===== config.mk =====
export PLATFORM = sky130hd
export DESIGN_NAME = aurora_hls_monitor
export DESIGN_NICKNAME = d
export VERILOG_FILES = /design/src/rtl/aurora_hls_monitor_pkg.sv /design/src/rtl/aurora_hls_monitor_counter.sv /design/src/rtl/aurora_hls_monitor.sv
export SDC_FILE = /design/constraint.sdc
export NUM_CORES = 1
export LEC_CHECK = 0
export BUFFER_PORTS_ARGS = -buffer_cell sky130_fd_sc_hd__buf_2
export CAP_MARGIN = 25
export CORE_MARGIN = 2
export CORE_UTILIZATION = 50
export CTS_BUF_LIST = sky130_fd_sc_hd__clkbuf_8
export DETAILED_ROUTE_END_ITERATION = 8
export PLACE_DENSITY = 0.87
export SYNTH_ARGS = -nofsm -noshare
export SYNTH_HDL_FRONTEND = slang
export SYNTH_HIERARCHICAL = 1
export SYNTH_SLANG_ARGS = --single-unit

===== constraint.sdc =====
create_clock -name clk -period 1.98 [get_ports clk]
set_clock_uncertainty 0.05 [all_clocks]
set_input_delay 0.099 -clock clk [delete_from_list [all_inputs] [get_ports clk]]
set_output_delay 0.099 -clock clk [all_outputs]
set_load 0.01 [all_outputs]

===== src/rtl/aurora_hls_monitor_pkg.sv =====
// Shared constants for the Aurora HLS link-health monitor.
package aurora_hls_monitor_pkg;
   localparam int AURORA_STATUS_W = 13;
   localparam logic [AURORA_STATUS_W-1:0] STATUS_OK_DEF = 13'h11FF;
   localparam int CNT_W_DEF = 32;
endpackage


===== src/rtl/aurora_hls_monitor_counter.sv =====
// Level-based event counter with synchronous reset.
// Saturates instead of wrapping when AURORA_HLS_MONITOR_SATURATE_EN is defined.
module aurora_hls_monitor_counter
   import aurora_hls_monitor_pkg::*;
#(
   parameter int CNT_W = CNT_W_DEF
) (
   input  logic             clk,
   input  logic             rst,
   input  logic             inc,
   output logic [CNT_W-1:0] count
);

   logic [CNT_W-1:0] count_q;

`ifdef AURORA_HLS_MONITOR_SATURATE_EN
   logic at_max;
   assign at_max = &count_q;

   always_ff @(posedge clk) begin
      if (rst)
         count_q <= '0;
      else if (inc && !at_max)
         count_q <= count_q + 1'b1;
   end
`else
   always_ff @(posedge clk) begin
      if (rst)
         count_q <= '0;
      else if (inc)
         count_q <= count_q + 1'b1;
   end
`endif

   assign count = count_q;

endmodule


===== src/rtl/aurora_hls_monitor.sv =====
// Counts cycles of bad Aurora status and RX/TX FIFO almost-full.
// Build option: AURORA_HLS_MONITOR_SATURATE_EN makes counters saturate.
module aurora_hls_monitor
   import aurora_hls_monitor_pkg::*;
#(
   parameter logic [AURORA_STATUS_W-1:0] STATUS_OK = STATUS_OK_DEF,
   parameter int                         CNT_W     = CNT_W_DEF
) (
   input  logic                       clk,
   input  logic                       rst,
   input  logic [AURORA_STATUS_W-1:0] aurora_status,
   input  logic                       fifo_rx_almost_full,
   input  logic                       fifo_tx_almost_full,
   output logic [CNT_W-1:0]           core_status_not_ok_count,
   output logic [CNT_W-1:0]           fifo_rx_overflow_count,
   output logic [CNT_W-1:0]           fifo_tx_overflow_count
);

   logic status_bad;
   assign status_bad = (aurora_status != STATUS_OK);

   aurora_hls_monitor_counter #(.CNT_W(CNT_W)) u_status_cnt (
      .clk   (clk),
      .rst   (rst),
      .inc   (status_bad),
      .count (core_status_not_ok_count)
   );

   aurora_hls_monitor_counter #(.CNT_W(CNT_W)) u_rx_cnt (
      .clk   (clk),
      .rst   (rst),
      .inc   (fifo_rx_almost_full),
      .count (fifo_rx_overflow_count)
   );

   aurora_hls_monitor_counter #(.CNT_W(CNT_W)) u_tx_cnt (
      .clk   (clk),
      .rst   (rst),
      .inc   (fifo_tx_almost_full),
      .count (fifo_tx_overflow_count)
   );

endmodule


# == Word level (Yosys, flattened, before mapping) ==
# Cells that the tools add are included.
# totals
elab_cells,7
input_bits,17
out_inout_bits,96
ff_bits,96
# classes
n_eq_ne,1
add_sub_neg,3
# ops
cell,n
$add 32x1->32 const B,3
$ne 13x13->1 const B,1

# == Logic depth before layout (Yosys ltp) ==
# logic_depth
ltp_word,1
mapped_depth,8
mapped_depth_nobuf,6

# == Hierarchy ==
# Netlist, hierarchy kept.
# modules_own_cells
mod,area_per_inst_um2,n_inst,seq_area_each_um2,cells_per_inst
aurora_hls_monitor_counter,1564.0,3,640.6,181
aurora_hls_monitor,36.3,1,0.0,5

# == Least setup slack after synthesis ==
# No wires, ideal clock.
# synth_path
path_type,flip-flop to flip-flop
startpoint,register u_rx_cnt.count_q[8] (netlist: u_rx_cnt/count[8])
endpoint,register u_rx_cnt.count_q[31] (netlist: u_rx_cnt/count[31])
period_less_slack_ps,1984
required_ps,1807
setup_slack_ps,-4
arrival_ps,1811
stages_incl_launch_ff,6
setup_ps,123
path_buffers,1
path_cell_list,dfxtp_1 > nand4_2 > or4_4 > buf_6 > nor4_4 > mux2_1
# synth_between
elab_chain_cells,1
# synth_rtl
item,line_no,rtl
"start, declared",aurora_hls_monitor_counter.sv:14,logic [CNT_W-1:0] count_q;
"start signal, assigned",aurora_hls_monitor_counter.sv:31,count_q <= count_q + 1'b1;
$add 32x1->32,aurora_hls_monitor_counter.sv:31,
# Every way passes these cells.
# A chain may end at the register's enable or synchronous reset.

# == Worst setup path in the final report ==
# layout_path
startpoint,register u_status_cnt.count_q[20] (netlist: u_status_cnt/count[20])
endpoint,register u_status_cnt.count_q[30] (netlist: u_status_cnt/count[30])
# layout_between
elab_chain_cells,1
# layout_rtl
item,line_no
"start, declared",aurora_hls_monitor_counter.sv:14
"start signal, assigned",aurora_hls_monitor_counter.sv:31
$add 32x1->32,aurora_hls_monitor_counter.sv:31
# Every way passes these cells.

==> impl_results.md <==
- Vias in the first global route: 4184
- Post-synth EDFFs: 0
- N_diodes: 0
- Die Area: 10300 um2
- Via count: 4600
- Die height: 101 um
- P_sw: 0.801 mW
- Detailed-route DRC error count: 0
- Portion of total power attributed to the clock network: 0.401
- Port buffer count: 112
- Clk buf depth: 2
- Wire per inst: 14.9 um
- Failing checks: setup timing
- Top-count cell post-synth: dfxtp_1
- Pwr dens: 587 nW/um2
- Detailed Routing Iterations Pass 1: 5
- Critical path type: reg2reg
- Largest net degree at the start of global routing: 72
- Final Hold Slack: 0.0206 ns
- CTS tree: yes
- Seq/Total Area, Yosys: 0.406
- Unrepaired setup endpoints after global routing: true
- Post-route ant nets: 0
- Max transition margin: 0.628
- Status: finished with violations
- Mapped Avg Cell Area: 8.63 um2
- Total clock sinks: 96
- GRT Util Overall: 0.224
- Nets: 714
- Vias/cell: 5.68
- Flops & latches, synth: 96
- Worst EP arrival: 2.26 ns
- Worst setup margin: -0.0809 ns
- Crit start category: flip-flop
- Worst hold path class: in2reg
- Final HPWL DP: 8.58 mm
- CP Capture Type: flip-flop
- Clock root buffer: clkbuf_8
- Crit path time final: 2.06 ns
- Max_cap viols: 0
- Sequential Power Share: 0.557
- Post-CTS Hold Buffers: 0
- Fraction of registers with async set/reset: 0
- Fmax: 0.485 GHz
- Setup tns final: -0.385 ns
- Int Pwr: 2.72 mW
- CP max FO: 5
- Mapped Cells: 548
- Hold depth: 3
- Gate power share: 0.042
- Max-slew violations: 0
- Core Box Area: 9200 um2
- Count of final setup violators: 7
- Top cells by area, synth: dfxtp_1 41%, mux2_2 6.4%, nor2_1 6.2%
- Synthesized Nets: 568
- Commonest cells in the netlist: 96 x dfxtp_1, 78 x nor2_1, 31 x nand4_1
- # rows: 35
- Antenna violations before repair: 0
- Yosys top cell area share: 0.406
- Die W: 101 um
- Worst-Margin Slew: 0.559 ns
- Critical Path RT: 2.18 ns
- Ports: 113
- Worst r2r path cells: 4
- Drt total wl: 12.1 mm
- Tcrit/Tclk final: 1.04
- Peak VDD IR: 0.000411 V
- H-tree depth: 3
- Area leader, netlist: dfxtp_1
- Final RePlAce weighted congestion: 0.901
- Clk_lat worst skew: 0.37 ns
- Synth Cell Area: 4730 um2
- Synth warn: 6
- Total congestion overflow: 0
- Leakage power total: 2.59 nW
- Netlist cell types: 34
- Iter 0 DRT Violations: 166
- Share of layout cells above drive strength 1: 0.342
- Initial Utilization: 0.514
- Final hold viol count: 0
- Top_reg_cell synth: dfxtp_1
- Area growth syn-to-layout: 26.6%
- First-pass GRT wire length: 18.8 mm
- Num CTS Buffers: 9
- Sw frac: 0.228
- Clock transition at path regs: 0.10 ns
-- power groups by stage --
stage	registers, mW	logic [mW]	clock network, mW
2_1_floorplan	2.01	0.0818	0
3_3_place_gp	2.00	0.139	0
3_5_place_dp	2.00	0.147	0
4_1_cts	1.96	0.148	1.42
5_1_grt	1.96	0.164	1.51
6_report	1.96	0.148	1.41
-- registers in the layout (all words and copies together), names as in the netlist --
name,cells
u_tx_cnt/count,32
u_status_cnt/count,32
u_rx_cnt/count,32
-- placed cells by master, fill, tap and decap left out, types with 5 or more instances in the layout --
master / synthesis / final
buf_2: 6 / 111
dfxtp_1: 96 / 85
nor2_1: 78 / 78
buf_4: 0 / 50
nand4_1: 31 / 31
nor2b_1: 30 / 30
nand2_1: 28 / 28
nand3_1: 27 / 27
nor3_1: 30 / 27
mux2_2: 27 / 27
xor2_1: 27 / 27
a21oi_1: 21 / 21
inv_1: 12 / 13
o21ai_0: 12 / 12
or3_1: 12 / 12
xnor2_1: 12 / 12
dfxtp_2: 0 / 11
or4_1: 10 / 10
clkbuf_8: 0 / 9
and4_1: 9 / 9
o31ai_1: 9 / 9
or4_4: 3 / 6
and3_1: 6 / 6
nor4_1: 6 / 5
mux2_1: 6 / 5
-- critical path, stage by stage (launching register included) --
cell     delay [ns]
dfxtp_2        0.37
nand4_1        0.25
or4_4          0.68
nor3_1         0.24
mux2_2         0.36
-- worst paths after layout --
check	slack [ns]	end	start
setup / recovery	-0.08	u_status_cnt/count[30]	u_status_cnt/count[20]
hold / removal	0.02	u_tx_cnt/count[0]	fifo_tx_almost_full
setup reg to reg	-0.08	u_status_cnt/count[30]	u_status_cnt/count[20]
hold reg to reg	0.46	u_tx_cnt/count[20]	u_tx_cnt/count[20]
-- layout make-up --
type,instances,area [um2]
Fill cell,739,3210
Multi-Input combinational cell,413,2690
Sequential cell,96,1940
Timing Repair Buffer,162,951
Tap cell,111,139
Clock buffer,9,124
Clock inverter,7,96.3
Inverter,12,45.0
-- metal layers --
| metal | vias up | track usage | part of all wire |
|---|---|---|---|
| met1 | 2207 | 0.273 | 0.42 |
| li1 | 2237 | - | - |
| met5 | - | 0 | 0 |
| met3 | 17 | 0.0345 | 0.056 |
| met4 | 0 | 0.105 | 0.019 |
| met2 | 139 | 0.387 | 0.50 |
-- cells by family after synthesis --
family	synth area share
simple gates	0.340
flops	0.406
compound gates	0.0492
buf+inv	0.0397
xor+xnor	0.0722
mux	0.0849
fa+ha+maj	0.00794
-- metrics by stage --
stage	std cells	util	total power [mW]	setup WS [ns]	area, um2
6_report	810	0.651	3.52	-0.0809	5980
5_1_grt	810	0.651	3.64	-0.0897	5980
4_1_cts	801	0.637	3.53	0.00365	5860
3_5_place_dp	785	0.613	2.15	0.0391	5630
3_3_place_gp	785	0.613	2.14	0.0998	5630
2_1_floorplan	548	-	2.09	0.000331	4730
-- what timing repair did --
action	CTS	global route
gates resized for setup	1	18
setup endpoints to repair	1	24
pin swaps	0	10
buffers inserted	0	6
gates cloned	0	3
Note: power is estimated with default switching activity, not from simulation.
